### config.mk
export PLATFORM = sky130hd
export DESIGN_NAME = mem_reinit_ctrl
export DESIGN_NICKNAME = d
export VERILOG_FILES = /design/src/rtl/mem_reinit_ctrl.sv
export SDC_FILE = /design/constraint.sdc
export NUM_CORES = 1
export LEC_CHECK = 0
export CORE_AREA = 3 3 149 151
export CTS_BUF_LIST = sky130_fd_sc_hd__clkbuf_4 sky130_fd_sc_hd__clkbuf_8 sky130_fd_sc_hd__clkbuf_16
export DETAILED_ROUTE_END_ITERATION = 8
export DIE_AREA = 0 0 152 154
export GPL_TIMING_DRIVEN = 0
export HOLD_SLACK_MARGIN = 0.06
export PLACE_DENSITY = 0.73
export SYNTH_ARGS = -nofsm -noshare
export SYNTH_HDL_FRONTEND = slang
export SYNTH_SLANG_ARGS = --single-unit
### constraint.sdc
create_clock -name clk -period 3.65 [get_ports clk]
set_input_delay 0.73 -clock clk [delete_from_list [all_inputs] [get_ports clk]]
set_output_delay 0.73 -clock clk [all_outputs]
set_load 0.02 [all_outputs]
### src/rtl/mem_reinit_ctrl.sv
// Reinitialises one block-RAM from an init source: FILL sweep, optional VERIFY read-back,
// and arbitration of the memory port pair between the sweep engine and the user port.
//
// state    | meaning
// S_IDLE   | user port owns the memory; waits for start
// S_FILL   | copies init source into memory, one word per cycle plus one drain cycle
// S_VERIFY | reads memory back and compares against init source
// S_DONE   | one-cycle completion pulse
module mem_reinit_ctrl #(
  parameter int WID_MEM   = 32,
  parameter int DEPTH_MEM = 1024,
  parameter int ADDR_W    = 32,
  parameter int CNT_W     = 16
) (
  input  logic               clk,
  input  logic               reset,
  input  logic               start,
  input  logic               verify_en,
  output logic               busy,
  output logic               done,
  output logic               err,
  output logic [CNT_W-1:0]   mis_cnt,
  output logic [ADDR_W-1:0]  first_bad,
  output logic [ADDR_W-1:0]  src_addr,
  input  logic [WID_MEM-1:0] src_data,
  input  logic               u_we,
  input  logic [ADDR_W-1:0]  u_waddr,
  input  logic [WID_MEM-1:0] u_din,
  output logic               u_ready,
  input  logic               u_re,
  input  logic [ADDR_W-1:0]  u_raddr,
  output logic               u_rvalid,
  output logic [WID_MEM-1:0] u_dout,
  output logic [ADDR_W-1:0]  m_raddr,
  output logic [ADDR_W-1:0]  m_waddr,
  output logic [WID_MEM-1:0] m_din,
  output logic               m_we,
  input  logic [WID_MEM-1:0] m_dout
);

  localparam logic [ADDR_W-1:0] LAST_IDX = ADDR_W'(DEPTH_MEM - 1);

  typedef enum logic [1:0] {S_IDLE, S_FILL, S_VERIFY, S_DONE} state_t;

  state_t            state, state_nxt;
  logic [ADDR_W-1:0] idx;
  logic [ADDR_W-1:0] pend_addr;
  logic              pend;
  logic              drain;
  logic              verify_q;
  logic              rvalid_q;
  logic              idle_on;
  logic              fill_wr;

  // idle_on includes reset so the user path stays quiet while reset is held
  always_comb begin
    state_nxt = state;
    idle_on   = reset && (state == S_IDLE);
    fill_wr   = (state == S_FILL) && pend;
    busy      = (state == S_FILL) || (state == S_VERIFY);
    done      = (state == S_DONE);
    u_ready   = idle_on;
    u_rvalid  = rvalid_q && (state == S_IDLE);
    u_dout    = idle_on ? m_dout : '0;
    src_addr  = idx;
    m_we      = idle_on ? u_we : fill_wr;
    m_waddr   = idle_on ? u_waddr : (fill_wr ? pend_addr : '0);
    m_din     = idle_on ? u_din : (fill_wr ? src_data : '0);
    m_raddr   = idle_on ? u_raddr : ((state == S_VERIFY) ? idx : '0);
    case (state)
      S_IDLE:   if (start) state_nxt = S_FILL;
      S_FILL:   if (drain) state_nxt = verify_q ? S_VERIFY : S_DONE;
      S_VERIFY: if (drain) state_nxt = S_DONE;
      default:  state_nxt = S_IDLE;
    endcase
  end

  always_ff @(posedge clk or negedge reset) begin
    if (!reset) begin
      state     <= S_IDLE;
      idx       <= '0;
      pend_addr <= '0;
      pend      <= 1'b0;
      drain     <= 1'b0;
      verify_q  <= 1'b0;
      rvalid_q  <= 1'b0;
      err       <= 1'b0;
      mis_cnt   <= '0;
      first_bad <= '0;
    end else begin
      state    <= state_nxt;
      rvalid_q <= (state == S_IDLE) && u_re;
      case (state)
        S_IDLE: begin
          if (start) begin
            idx       <= '0;
            pend      <= 1'b0;
            drain     <= 1'b0;
            verify_q  <= verify_en;
            err       <= 1'b0;
            mis_cnt   <= '0;
            first_bad <= '0;
          end
        end
        S_FILL, S_VERIFY: begin
          // pend/pend_addr carry last cycle's index: write slot in FILL, compare slot in VERIFY
          if ((state == S_VERIFY) && pend && (m_dout != src_data)) begin
            err <= 1'b1;
            if (mis_cnt != '1) mis_cnt <= mis_cnt + CNT_W'(1);
            if (!err) first_bad <= pend_addr;
          end
          if (drain) begin
            idx   <= '0;
            pend  <= 1'b0;
            drain <= 1'b0;
          end else begin
            pend      <= 1'b1;
            pend_addr <= idx;
            if (idx == LAST_IDX) drain <= 1'b1;
            else idx <= idx + ADDR_W'(1);
          end
        end
        default: ;
      endcase
    end
  end

endmodule
; Yosys cells after proc, flatten, opt, wreduce, memory -nomap -nowiden
; Index checks and enable logic that the tools add are counted.
[totals]
out_inout_bits = 214
input_bits = 166
regBits = 119
[op_classes]
n_addsub = 2
n_bitwise = 1
reduce_logical = 18
eq_ne = 13
mux = 32
[ops]
columns = operator, count
row1 = 32-bit 2-to-1 mux, 12
row2 = 32-bit case mux with 2 select lines, 2
row3 = 16-bit 2-to-1 mux, 3
row4 = 32-bit by 1-bit adder with 32-bit output (second input constant), 1
row5 = 32-bit by 10-bit equality test with 1-bit output (second input constant), 1
row6 = 32-bit != test, 1
row7 = 16-bit case mux with 2 select lines, 1
row8 = 16-bit by 1-bit adder with 16-bit output (second input constant), 1
row9 = 16-bit != test (second input constant), 1
row10 = 2-bit != test (second input constant), 6
row11 = 3-bit AND reduction, 3
row12 = 4-bit AND reduction, 2
row13 = 1-bit 2-to-1 mux, 7
row14 = 1-bit logical AND, 6
row15 = 2-bit 2-to-1 mux, 3
row16 = 1-bit case mux with 2 select lines, 3
row17 = 2-bit case mux with 3 select lines, 1
row18 = 2-bit AND reduction, 3
row19 = 2-bit equality test (second input constant), 2
row20 = 3-bit != test (second input constant), 1
row21 = 2-bit by 1-bit equality test with 1-bit output (second input constant), 1
row22 = 2-bit logical NOT, 1
row23 = 2-bit nonzero test, 1
row24 = 2-bit OR reduction, 1
row25 = other kinds (2), 2

; Logic depth before layout (Yosys ltp)
; Gate-level depths: netlist of run 1.
[depth]
ltp_word = 5
depth_mapped = 11

; Worst setup path before layout of run 1
; No wires, ideal clock.
[synth_timing]
path_type = input-to-output
startpoint = input reset
endpoint = output m_raddr[22]
cell_stages = 6
path_slack_ns = 0.928
t_required_ns = 2.920
t_arrival_ns = 1.992
path_cell_list = and2_1 clkbuf_1 clkbuf_1 clkbuf_1 nand2_1 o21ai_0
[synth_between]
elab_chain_cells = 2
[synth_rtl]
columns = element, line
row1 = "start, declared", 16  ; input logic reset,
row2 = 1-bit logical AND, 58  ; idle_on = reset && (state == S_IDLE);
row3 = named net u_ready, 29  ; output logic u_ready,
row4 = 32-bit 2-to-1 mux, 69  ; m_raddr = idle_on ? u_raddr : ((state == S_VERIFY) ? idx : '0);
row5 = "end, declared", 34  ; output logic [ADDR_W-1:0] m_raddr,
; The timed path passes the listed nets, and every way through them passes these cells.

; Worst setup path after layout of run 1
[layout_timing]
startpoint = input reset
endpoint = output m_waddr[12]
[layout_between]
elab_chain_cells = 2
[layout_rtl]
columns = element, line
row1 = 1-bit logical AND, 58
row2 = 32-bit 2-to-1 mux, 67  ; m_waddr = idle_on ? u_waddr : (fill_wr ? pend_addr : '0);
row3 = "end, declared", 35  ; output logic [ADDR_W-1:0] m_waddr,
; Every way passes these cells.

==> results.txt, run 1 <==
----------------------------------------------------
[Route]
  Routed length per instance ... 21.6 µm
  Routed via count ... 8703
  Number of design rule violations left after detail routing ... 0
  Violation count after the first detailed-route iteration ... 564
  Residual antenna-violating net count after detailed routing ... 0
  Wire length after detailed routing ... 35000 µm
  Number of vias per cell after detailed routing ... 5.39
  M1 WL ... 13700 µm
  Uppermost routed layer ... met4
  Iteration count of the initial detailed-routing pass ... 5
  Met2 wirelength from detailed routing ... 17500 µm
  WL met3 ... 2590 µm

[STA]
  Number of endpoints with negative hold slack in the final report ... 0
  Setup violations, final ... 0
  Number of slew-limit violations in the final report ... 0
  Worst-case setup margin in the final layout ... 0.0835 ns
  Tightest slew margin relative to the limit ... 0.520
  Unrepaired setup endpoints after global routing ... no
  Worst Tran Pin Value ... 0.720 ns
  Final total negative setup slack ... 0 ns
  Clock period minus final worst setup slack ... 3.57 ns
  Highest clock frequency the design can meet ... 280 MHz
  Fin Hold WS ... 0.167 ns
  Final Cycle Share ... 0.977
  Setup Skew ... 0.0109 ns

[Finish]
  Multi-input logic area ... 4300 µm²
  Filler instances ... 1867
  Share of cells above drive strength 1 ... 0.0699
  Sequential standard cell area ... 2980 µm²
  Area added between synthesis and finish ... 64.9%
  Cell Count, Final, Fillers Out ... 1616
  Post-route cell area ... 12600 µm²
  Net count of the finished layout ... 1489
  Final core utilization ... 0.602

[Yosys]
  Post-synthesis simple-gate area fraction ... 0.269
  Combinational family with the most area after synthesis ... simple AND/OR/NAND/NOR gates
  Post-synthesis mux area share ... 0.0460
  Synth Area in Compound Gates ... 0.182
  Library cell with the highest instance count after synthesis ... nand2_1
  Number of warning messages in the yosys log ... 0
  Distinct cells, synth ... 62
  Post-synth top flop ... dfrtp_1
  Mean post-synth cell area ... 8.34 µm²
  Async set or reset register ratio after synthesis ... 1.00
  Synthesized net count ... 1089
  Yosys top cell by area ... dfrtp_1
  Post-Synthesis Cell Area ... 7650 µm²
  Synthesized-area fraction occupied by xor and xnor cells ... 0.0550
  Top cells by count, synth ... nand2_1, dfrtp_1, o21ai_0, a22o_1, clkbuf_1
  Top-area cell type share of the netlist area ... 0.389
  Sequential fraction of the synthesis area ... 0.389
  Number of cells produced by synthesis ... 917
  Number of register bits inferred by synthesis ... 119
  Post-Synth Adder-Cell Area ... 0.00982
  Number of enable-type register cells in the synthesized netlist ... 0
  Leading cell types by total area after synthesis ... dfrtp_1, nand2_1, a22o_1, o21ai_0, xnor2_1

[Pwr]
  Power share of the sequential group ... 0.213
  Worst supply voltage drop on vdd ... 327 µV
  Gate power share ... 0.546
  Relative contribution of the clock network to total power ... 0.241
  Fraction of power spent switching nets ... 0.449
  Sw Pwr ... 3.29 mW
  Internal portion of total power ... 4.04 mW
  Overall power after layout ... 7.33 mW
  Power per Cell Area ... 582 nW/µm²
  Static leakage ... 5.40 nW

[Global routing]
  Global-route usage over all layers ... 0.287
  Largest net degree at the start of global routing ... 51
  Overflow after GRT ... 0
  Number of global-route vias before repair ... 8477
  Global-route wire length before repair ... 52200 µm
  Initial antenna violation count ... 10

[Floorplanning]
  I/O Pins ... 380
  Initial Util ... 0.365
  Width of the chip ... 152 µm
  Height of the die ... 154 µm
  Total core area ... 21000 µm²
  Standard-cell row count ... 53
  Die Area ... 23400 µm²

[Worst setup path]
  Startpoint type of the worst setup path ... input port
  CP required ... 2.92 ns
  Highest net fanout along the worst path ... 28
  Crit path from ... reset
  Data arrival, critical path ... 2.84 ns
  Length in cells of the worst reg-to-reg path ... 11
  Worst setup path class ... input port to output pin
  Kind of capture point of the worst setup path ... output pin
  Reg-to-reg startpoint ... state[0]

[Clock tree]
  Clock root buffer ... clkbuf_16
  Insertion delay to the later sink of the worst-skew pair ... 0.41 ns
  CTS Buf Count ... 17
  TritonCTS clock tree ... done
  Bufs on Longest Clock Path ... 2
  Number of clock sinks seen by CTS ... 119
  Number of buffers inserted by post-CTS setup repair ... 0
  Clock slew at reported path FFs ... 0.06 ns
  H-tree depth reported by CTS ... 4

[Job]
  Number of maximum-capacitance constraint violations ... 0

[Placement]
  Inst Count DP ... 1572
  Place WS ... -1.22 ns
  Number of port buffers ... 379
  Total cell area at the placement stage ... 11800 µm²
  Hpwl dp ... 27200 µm
  Placer Congestion ... 0.952

[Status]
  Status ... complete, no violations

[Worst hold path]
  HP Class ... input port to asynchronous set/reset pin

----------------------------------------------------
power groups by stage:
stage / logic [mW] / registers [mW] / clock network, mW
floorplan: 2.16 / 1.61 / 0
global placement: 3.91 / 1.58 / 0
detailed placement: 3.96 / 1.58 / 0
CTS: 4.00 / 1.56 / 1.77
global route: 4.28 / 1.58 / 1.84
finish: 4.01 / 1.56 / 1.76
worst paths after layout:
check                                 to  slack (ns)
max                          m_waddr[12]        0.08
min reg2reg                first_bad[25]        0.51
max in group asynchronous   pend_addr[6]        2.78
min in group clk           first_bad[25]        0.51
min                           mis_cnt[5]        0.17
max reg2reg                 src_addr[12]        0.63
critical path: stages:
cell,delay [ns]
buf_8,0.24
buf_16,0.22
and2_2,0.27
clkbuf_8,0.24
clkbuf_2,0.31
a22o_1,0.21
clkdlybuf4s50_1,0.60
placed cells by master (no fill, tap or decap), types with 13 or more instances in the layout:
| cell | netlist | routed |
|---|---|---|
| o21ai_0 | 79 | 79 |
| nor2_1 | 36 | 36 |
| mux2i_1 | 34 | 34 |
| and3_1 | 40 | 40 |
| clkbuf_16 | 0 | 17 |
| nand4_1 | 22 | 22 |
| a22o_1 | 63 | 63 |
| nand3_1 | 20 | 20 |
| dfrtp_1 | 119 | 119 |
| nor3_1 | 13 | 13 |
| xnor2_1 | 43 | 43 |
| nand2_1 | 239 | 239 |
| clkdlybuf4s50_1 | 0 | 358 |
| a21oi_1 | 19 | 19 |
| clkbuf_1 | 52 | 34 |
| dlymetal6s2s_1 | 0 | 15 |
per-layer routing:
| layer | vias to the layer above | track usage |
|---|---|---|
| met5 | - | 0 |
| met4 | 0 | 0.125 |
| met3 | 51 | 0.0760 |
| met2 | 398 | 0.484 |
| met1 | 4190 | 0.348 |
| li1 | 4064 | - |
kinds of logic after synthesis:
family | count (synthesis)
buffers and inverters | 80
multiplexers | 35
flip-flops | 119
XOR/XNOR | 48
AO/OA/AOI/OAI | 204
AND/OR/NAND/NOR | 425
adder cells (fa/ha/maj) | 6
repair_timing:
item	in CTS	in global routing
hold buffers	0	0
endpoints found under the setup margin	98	80
gates cloned	2	0
resized for setup	30	25
state kept, by name (all words and copies together), names as in the netlist:
register   count
first_bad     32
mis_cnt       16
pend_addr     32
err            1
src_addr      32
state          2
drain          1
verify_q       1
pend           1
rvalid_q       1
cell type report:
cell class                      count  share of cell area
Antenna cell                       11             0.00218
Timing Repair Buffer              382               0.311
Inverter                            7             0.00208
Buffer                             72              0.0315
Multi-Input combinational cell    718               0.341
Sequential cell                   119               0.236
Clock inverter                     14              0.0147
Clock buffer                       18              0.0343
Tap cell                          275              0.0273
Note: power is estimated with default switching activity, not from simulation.
==> run 2, diff against run 1 <==
Settings changed: CAP_MARGIN set to 5, CELL_PAD_IN_SITES_DETAIL_PLACEMENT set to 1, CELL_PAD_IN_SITES_GLOBAL_PLACEMENT set to 2, CORE_AREA 3 3 149 151 to not set, CORE_ASPECT_RATIO set to 0.75, CORE_MARGIN set to 3, CORE_UTILIZATION set to 24, DIE_AREA 0 0 152 154 to not set, PLACE_DENSITY 0.73 to not set, PLACE_DENSITY_LB_ADDON set to 0.1, SLEW_MARGIN set to 20.
==> run 2 against run 1 <==
Effect of this change: first-iteration DRC count fell by 25%; maximum frequency rose by 1.0%; die area rose by 46%; final cell count rose by 6.9%; clock skew rose by 0.0020 ns; largest power group unchanged; worst hold slack got worse by 0.0076 ns; wire length rose by 16%; final area rose by 1.6%; via count fell by 0.22%; clock power rose by 3%; flip-flop and latch count did not move; total power rose by 3.0%.
==> results.txt, run 2 (synthesis results as in run 1) <==
----------------------------------------------------
[Status]
  Status ... complete, no violations

[Worst setup path]
  Worst setup path class ... input port to output pin
  Most used cell, CP ... buf_16
  Critical Path, Cell by Cell ... buf_16 > buf_16 > and2_2 > nor2_1 > clkbuf_8 > buf_4 > a22o_1 > clkdlybuf4s50_1
  Reg-to-reg startpoint ... state[0]
  Highest net fanout along the worst path ... 47
  Endpoint of the most critical register-to-register path ... src_addr[8]
  End point of the critical path ... m_din[14]
  Length in cells of the worst reg-to-reg path ... 11
  CP required ... 2.92 ns
  Setup slack, reg-to-reg ... 0.62 ns
  Slowest stage cell on the critical path ... clkdlybuf4s50_1
  Data arrival, critical path ... 2.80 ns
  Startpoint type of the worst setup path ... input port
  Crit path from ... reset
  Crit-path max cell delay ... 0.64 ns
  Kind of capture point of the worst setup path ... output pin

[Placement]
  Place WS ... -1.40 ns
  Placer Congestion ... 0.825
  Hpwl dp ... 31800 µm
  Number of port buffers ... 379

[STA]
  Setup violations, final ... 0
  Highest clock frequency the design can meet ... 283 MHz
  Setup Skew ... 0.0130 ns
  Final total negative setup slack ... 0 ns
  Clock period minus final worst setup slack ... 3.53 ns
  Number of slew-limit violations in the final report ... 0
  Number of endpoints with negative hold slack in the final report ... 0
  Tightest slew margin relative to the limit ... 0.511
  Worst Tran Pin Value ... 0.729 ns
  Worst-case setup margin in the final layout ... 0.120 ns
  Final Cycle Share ... 0.967

[Finish]
  Share of cells above drive strength 1 ... 0.0708
  Most frequent cells in the layout ... clkdlybuf4s50_1, nand2_1, dfrtp_1, o21ai_0, a22o_1
  Area added between synthesis and finish ... 67.5%
  Total inserted antenna cells ... 0
  Net count of the finished layout ... 1489
  Most frequent standard cell in the layout excluding fill and tap cells ... clkdlybuf4s50_1
  Final core utilization ... 0.416

[Clock tree]
  H-tree depth reported by CTS ... 4
  Clock root buffer ... clkbuf_16
  Bufs on Longest Clock Path ... 2
  CTS hold repair buffers ... 0
  TritonCTS clock tree ... done
  Insertion delay to the later sink of the worst-skew pair ... 0.42 ns
  CTS Buf Count ... 17
  Clock slew at reported path FFs ... 0.06 ns
  Number of clock sinks seen by CTS ... 119

[Worst hold path]
  HP Class ... input port to asynchronous set/reset pin

[Route]
  Routed length per instance ... 23.5 µm
  Routed via count ... 8684
  Iteration count of the initial detailed-routing pass ... 4
  Number of vias per cell after detailed routing ... 5.03
  Residual antenna-violating net count after detailed routing ... 0
  Number of design rule violations left after detail routing ... 0
  Wire length after detailed routing ... 40600 µm
  Violation count after the first detailed-route iteration ... 425

[Pwr]
  Power per Cell Area ... 590 nW/µm²
  Static leakage ... 5.70 nW
  Worst supply voltage drop on vdd ... 387 µV

[Floorplanning]
  Die Area ... 34100 µm²
  Total core area ... 30800 µm²
  Width of the chip ... 212 µm
  Initial Util ... 0.249
  Standard-cell row count ... 55
  I/O Pins ... 380
  Height of the die ... 161 µm

[Global routing]
  Global-route wire length before repair ... 60000 µm
  Largest net degree at the start of global routing ... 48
  Global-route usage over all layers ... 0.233
  Initial antenna violation count ... 2
  Overflow after GRT ... 0
  Number of global-route vias before repair ... 8974

[Job]
  Number of maximum-capacitance constraint violations ... 0

----------------------------------------------------
## run 2: critical path, delay by kind of cell
kind                   cells  cell delay, ns
buffers and inverters      5            1.48
and+or+nand+nor            2            0.41
AOI/OAI and AO/OA          1            0.14
## run 2: where the power goes
part | internal (mW) | total, mW | switching, mW
sequential | 1.42 | 1.57 | 0.148
combinational | 1.53 | 4.17 | 2.64
clock | 1.17 | 1.81 | 0.636
## run 2: how the worst min path moves through the flow
stage                        startpoint       endpoint  slack, ns
after detailed placement  first_bad[25]  first_bad[25]       0.49
after global routing              reset   src_addr[20]       0.16
after CTS                         reset   src_addr[23]       0.17
after global placement    first_bad[29]  first_bad[29]       0.49
after floorplan                   reset          drain       0.43
final                             reset   src_addr[23]       0.16
## run 2: repair_timing
action	CTS	global route
buffers inserted	0	0
cloned	2	0
setup endpoints to repair	98	58
gates resized for setup	41	39
## run 2: per-layer routing
layer	wire length (µm)	track usage
met5	13	0
met4	655	0.0517
met3	2350	0.0506
met2	18700	0.374
met1	18900	0.322
## run 2: per-stage QoR
step | hold WS, ns | power, mW | instance area [µm²] | std cells
after CTS | 0.168 | 7.66 | 12700 | 1727
after global routing | 0.160 | 8.04 | 12800 | 1727
after detailed placement | 0.495 | 5.77 | 12000 | 1696
final | 0.160 | 7.55 | 12800 | 1727
after floorplan | 0.434 | 3.77 | 7650 | 917
after global placement | 0.487 | 5.73 | 11900 | 1695
## run 2: area by class of cell
type,count,area [µm²]
clock inverters,9,151
fillers,3608,18000
plain buffers,72,420
repair buffers,382,3970
flip-flops and latches,119,2980
inverters,7,26.3
multi-input cells,718,4300
clock buffers,21,462
well taps,399,499
==> run 3, diff against run 2 <==
Clock period 3.65 ns to 4.4 ns, I/O delays scaled along.
==> run 3 against run 2 <==
Effect of this change: worst setup slack gained 0.071 ns; die area is the same; final cell count is essentially flat; via count is essentially flat; sequential power shrank 17%; clock power shrank 17%; clock-buffer cell count is the same; sequential share of layout area grew 0.29 points; critical path type unchanged; largest cell class is now multi-input gates; highest routed layer unchanged.
==> results.txt, run 3 (synthesis results as in run 1) <==
----------------------------------------------------
[STA]
  Setup violations, final ... 0
  Number of endpoints with negative hold slack in the final report ... 0
  Worst Tran Pin Value ... 0.770 ns
  Number of slew-limit violations in the final report ... 0
  Clock period minus final worst setup slack ... 4.21 ns
  Highest clock frequency the design can meet ... 238 MHz
  Unrepaired setup endpoints after global routing ... no
  Final Cycle Share ... 0.957
  Tightest slew margin relative to the limit ... 0.483
  Setup Skew ... 0.0139 ns
  Worst-case setup margin in the final layout ... 0.190 ns

[Placement]
  Place WS ... -0.946 ns
  Total cell area at the placement stage ... 12000 µm²
  Placer Congestion ... 0.825
  Inst Count DP ... 1696
  Hpwl dp ... 31800 µm
  Number of port buffers ... 379

[Finish]
  Cell Count, Final, Fillers Out ... 1726
  Total inserted antenna cells ... 0
  Most frequent standard cell in the layout excluding fill and tap cells ... clkdlybuf4s50_1
  Final core utilization ... 0.411
  Net count of the finished layout ... 1488
  Share of cells above drive strength 1 ... 0.0663
  Area added between synthesis and finish ... 65.4%
  Post-route cell area ... 12700 µm²
  Most frequent cells in the layout ... clkdlybuf4s50_1, nand2_1, dfrtp_1, o21ai_0, a22o_1

[Worst setup path]
  Reg-to-reg startpoint ... state[0]
  Crit path from ... reset
  Startpoint type of the worst setup path ... input port
  Kind of capture point of the worst setup path ... output pin
  Worst setup path class ... input port to output pin
  CP required ... 3.52 ns
  Slowest stage cell on the critical path ... clkdlybuf4s50_1
  Data arrival, critical path ... 3.33 ns
  Critical Path, Cell by Cell ... buf_12 > buf_16 > and2_1 > nor2_1 > clkbuf_2 > clkbuf_4 > a22o_1 > clkdlybuf4s50_1
  Crit-path max cell delay ... 0.65 ns
  Highest net fanout along the worst path ... 46

[Pwr]
  Static leakage ... 5.11 nW
  Internal portion of total power ... 3.41 mW
  Power per Cell Area ... 494 nW/µm²
  Relative contribution of the clock network to total power ... 0.239
  Fraction of power spent switching nets ... 0.454
  Sw Pwr ... 2.83 mW
  Gate power share ... 0.552
  Worst supply voltage drop on vdd ... 321 µV
  Power share of the sequential group ... 0.209
  Overall power after layout ... 6.25 mW

[Clock tree]
  Clock root buffer ... clkbuf_16
  TritonCTS clock tree ... done
  Number of clock sinks seen by CTS ... 119
  CTS Buf Count ... 17
  Clock slew at reported path FFs ... 0.06 ns
  Number of buffers inserted by post-CTS setup repair ... 0
  Bufs on Longest Clock Path ... 2
  CTS hold repair buffers ... 0
  Insertion delay to the later sink of the worst-skew pair ... 0.43 ns
  H-tree depth reported by CTS ... 4

[Route]
  Routed via count ... 8680
  Number of design rule violations left after detail routing ... 0
  Violation count after the first detailed-route iteration ... 435
  Residual antenna-violating net count after detailed routing ... 0
  Iteration count of the initial detailed-routing pass ... 5
  Routed length per instance ... 23.4 µm
  Number of vias per cell after detailed routing ... 5.03
  Wire length after detailed routing ... 40300 µm

[Status]
  Status ... complete, no violations

[Job]
  Number of maximum-capacitance constraint violations ... 0

[Global routing]
  Global-route wire length before repair ... 59900 µm
  Initial antenna violation count ... 2
  Overflow after GRT ... 0
  Largest net degree at the start of global routing ... 47
  Global-route usage over all layers ... 0.233
  Number of global-route vias before repair ... 8964

[Worst hold path]
  HP Class ... input port to asynchronous set/reset pin

[Floorplanning]
  Total core area ... 30800 µm²
  Die Area ... 34100 µm²
  I/O Pins ... 380
  Height of the die ... 161 µm
  Standard-cell row count ... 55
  Width of the chip ... 212 µm
  Initial Util ... 0.249

----------------------------------------------------
## run 3: cell types whose count changed in the layout (fill, tap and decap cells not counted)
cell             change
and2_1               +1
and2_2               -1
buf_12               +1
buf_16               -1
buf_4                -1
bufbuf_16            -1
clkbuf_1             +4
clkbuf_2             +4
clkbuf_4             -4
clkbuf_8             -3
clkdlybuf4s50_1     +37
dlygate4sd2_1        -6
dlymetal6s2s_1      -31
## run 3: worst paths after layout
kind                                       to  slack [ns]  depth (start not counted)
worst min register to register  first_bad[25]        0.50                          2
max in group asynchronous            rvalid_q        3.38                          2
worst min-delay path             src_addr[23]        0.31                          1
min in group clk                first_bad[25]        0.50                          2
worst max register to register    src_addr[8]        1.37                         11
worst max-delay path              m_waddr[18]        0.19                          8
## run 3: what timing repair did
action	CTS	global route
gates resized for setup	20	4
setup endpoints to repair	98	78
gates cloned	1	0
pin swaps	0	0
## run 3: critical path, delay by kind of cell
kind | cells | cell delay [ns]
AO/OA/AOI/OAI | 1 | 0.20
AND/OR/NAND/NOR | 2 | 0.41
buffers and inverters | 5 | 1.77
## run 3: area by class of cell
| cell class | count | area [µm²] |
|---|---|---|
| timing repair buffer | 381 | 3860 |
| sequential | 119 | 2980 |
| tap | 399 | 499 |
| clock buffer | 21 | 462 |
| multi-input combinational | 718 | 4290 |
| clock inverter | 9 | 151 |
| buffer | 72 | 377 |
| inverter | 7 | 26.3 |
| fill | 3616 | 18100 |
## run 3: stage by stage
step            TNS, ns  hold slack, ns
2_1_floorplan         0           0.468
3_3_place_gp   -1012.44           0.487
3_5_place_dp     -68.28           0.495
4_1_cts               0           0.312
5_1_grt               0           0.317
6_report              0           0.310
## run 3: metal layers
metal  global-route usage  part of all wire  wire length, µm  vias to the layer above
met2                0.374              0.46            18600                      254
met3               0.0506             0.052             2090                       35
met4               0.0517             0.017              676                        4
met1                0.321              0.47            19000                     4332
met5                    0           0.00067               27                        -
li1                     -                 -                -                     4055
## run 3: power groups by stage
| stage | Combinational, mW | Sequential (mW) | Clock (mW) |
|---|---|---|---|
| 6_report | 3.45 | 1.30 | 1.50 |
| 3_3_place_gp | 3.43 | 1.33 | 0 |
| 5_1_grt | 3.75 | 1.32 | 1.59 |
| 2_1_floorplan | 1.80 | 1.33 | 0 |
| 3_5_place_dp | 3.46 | 1.33 | 0 |
| 4_1_cts | 3.49 | 1.31 | 1.54 |
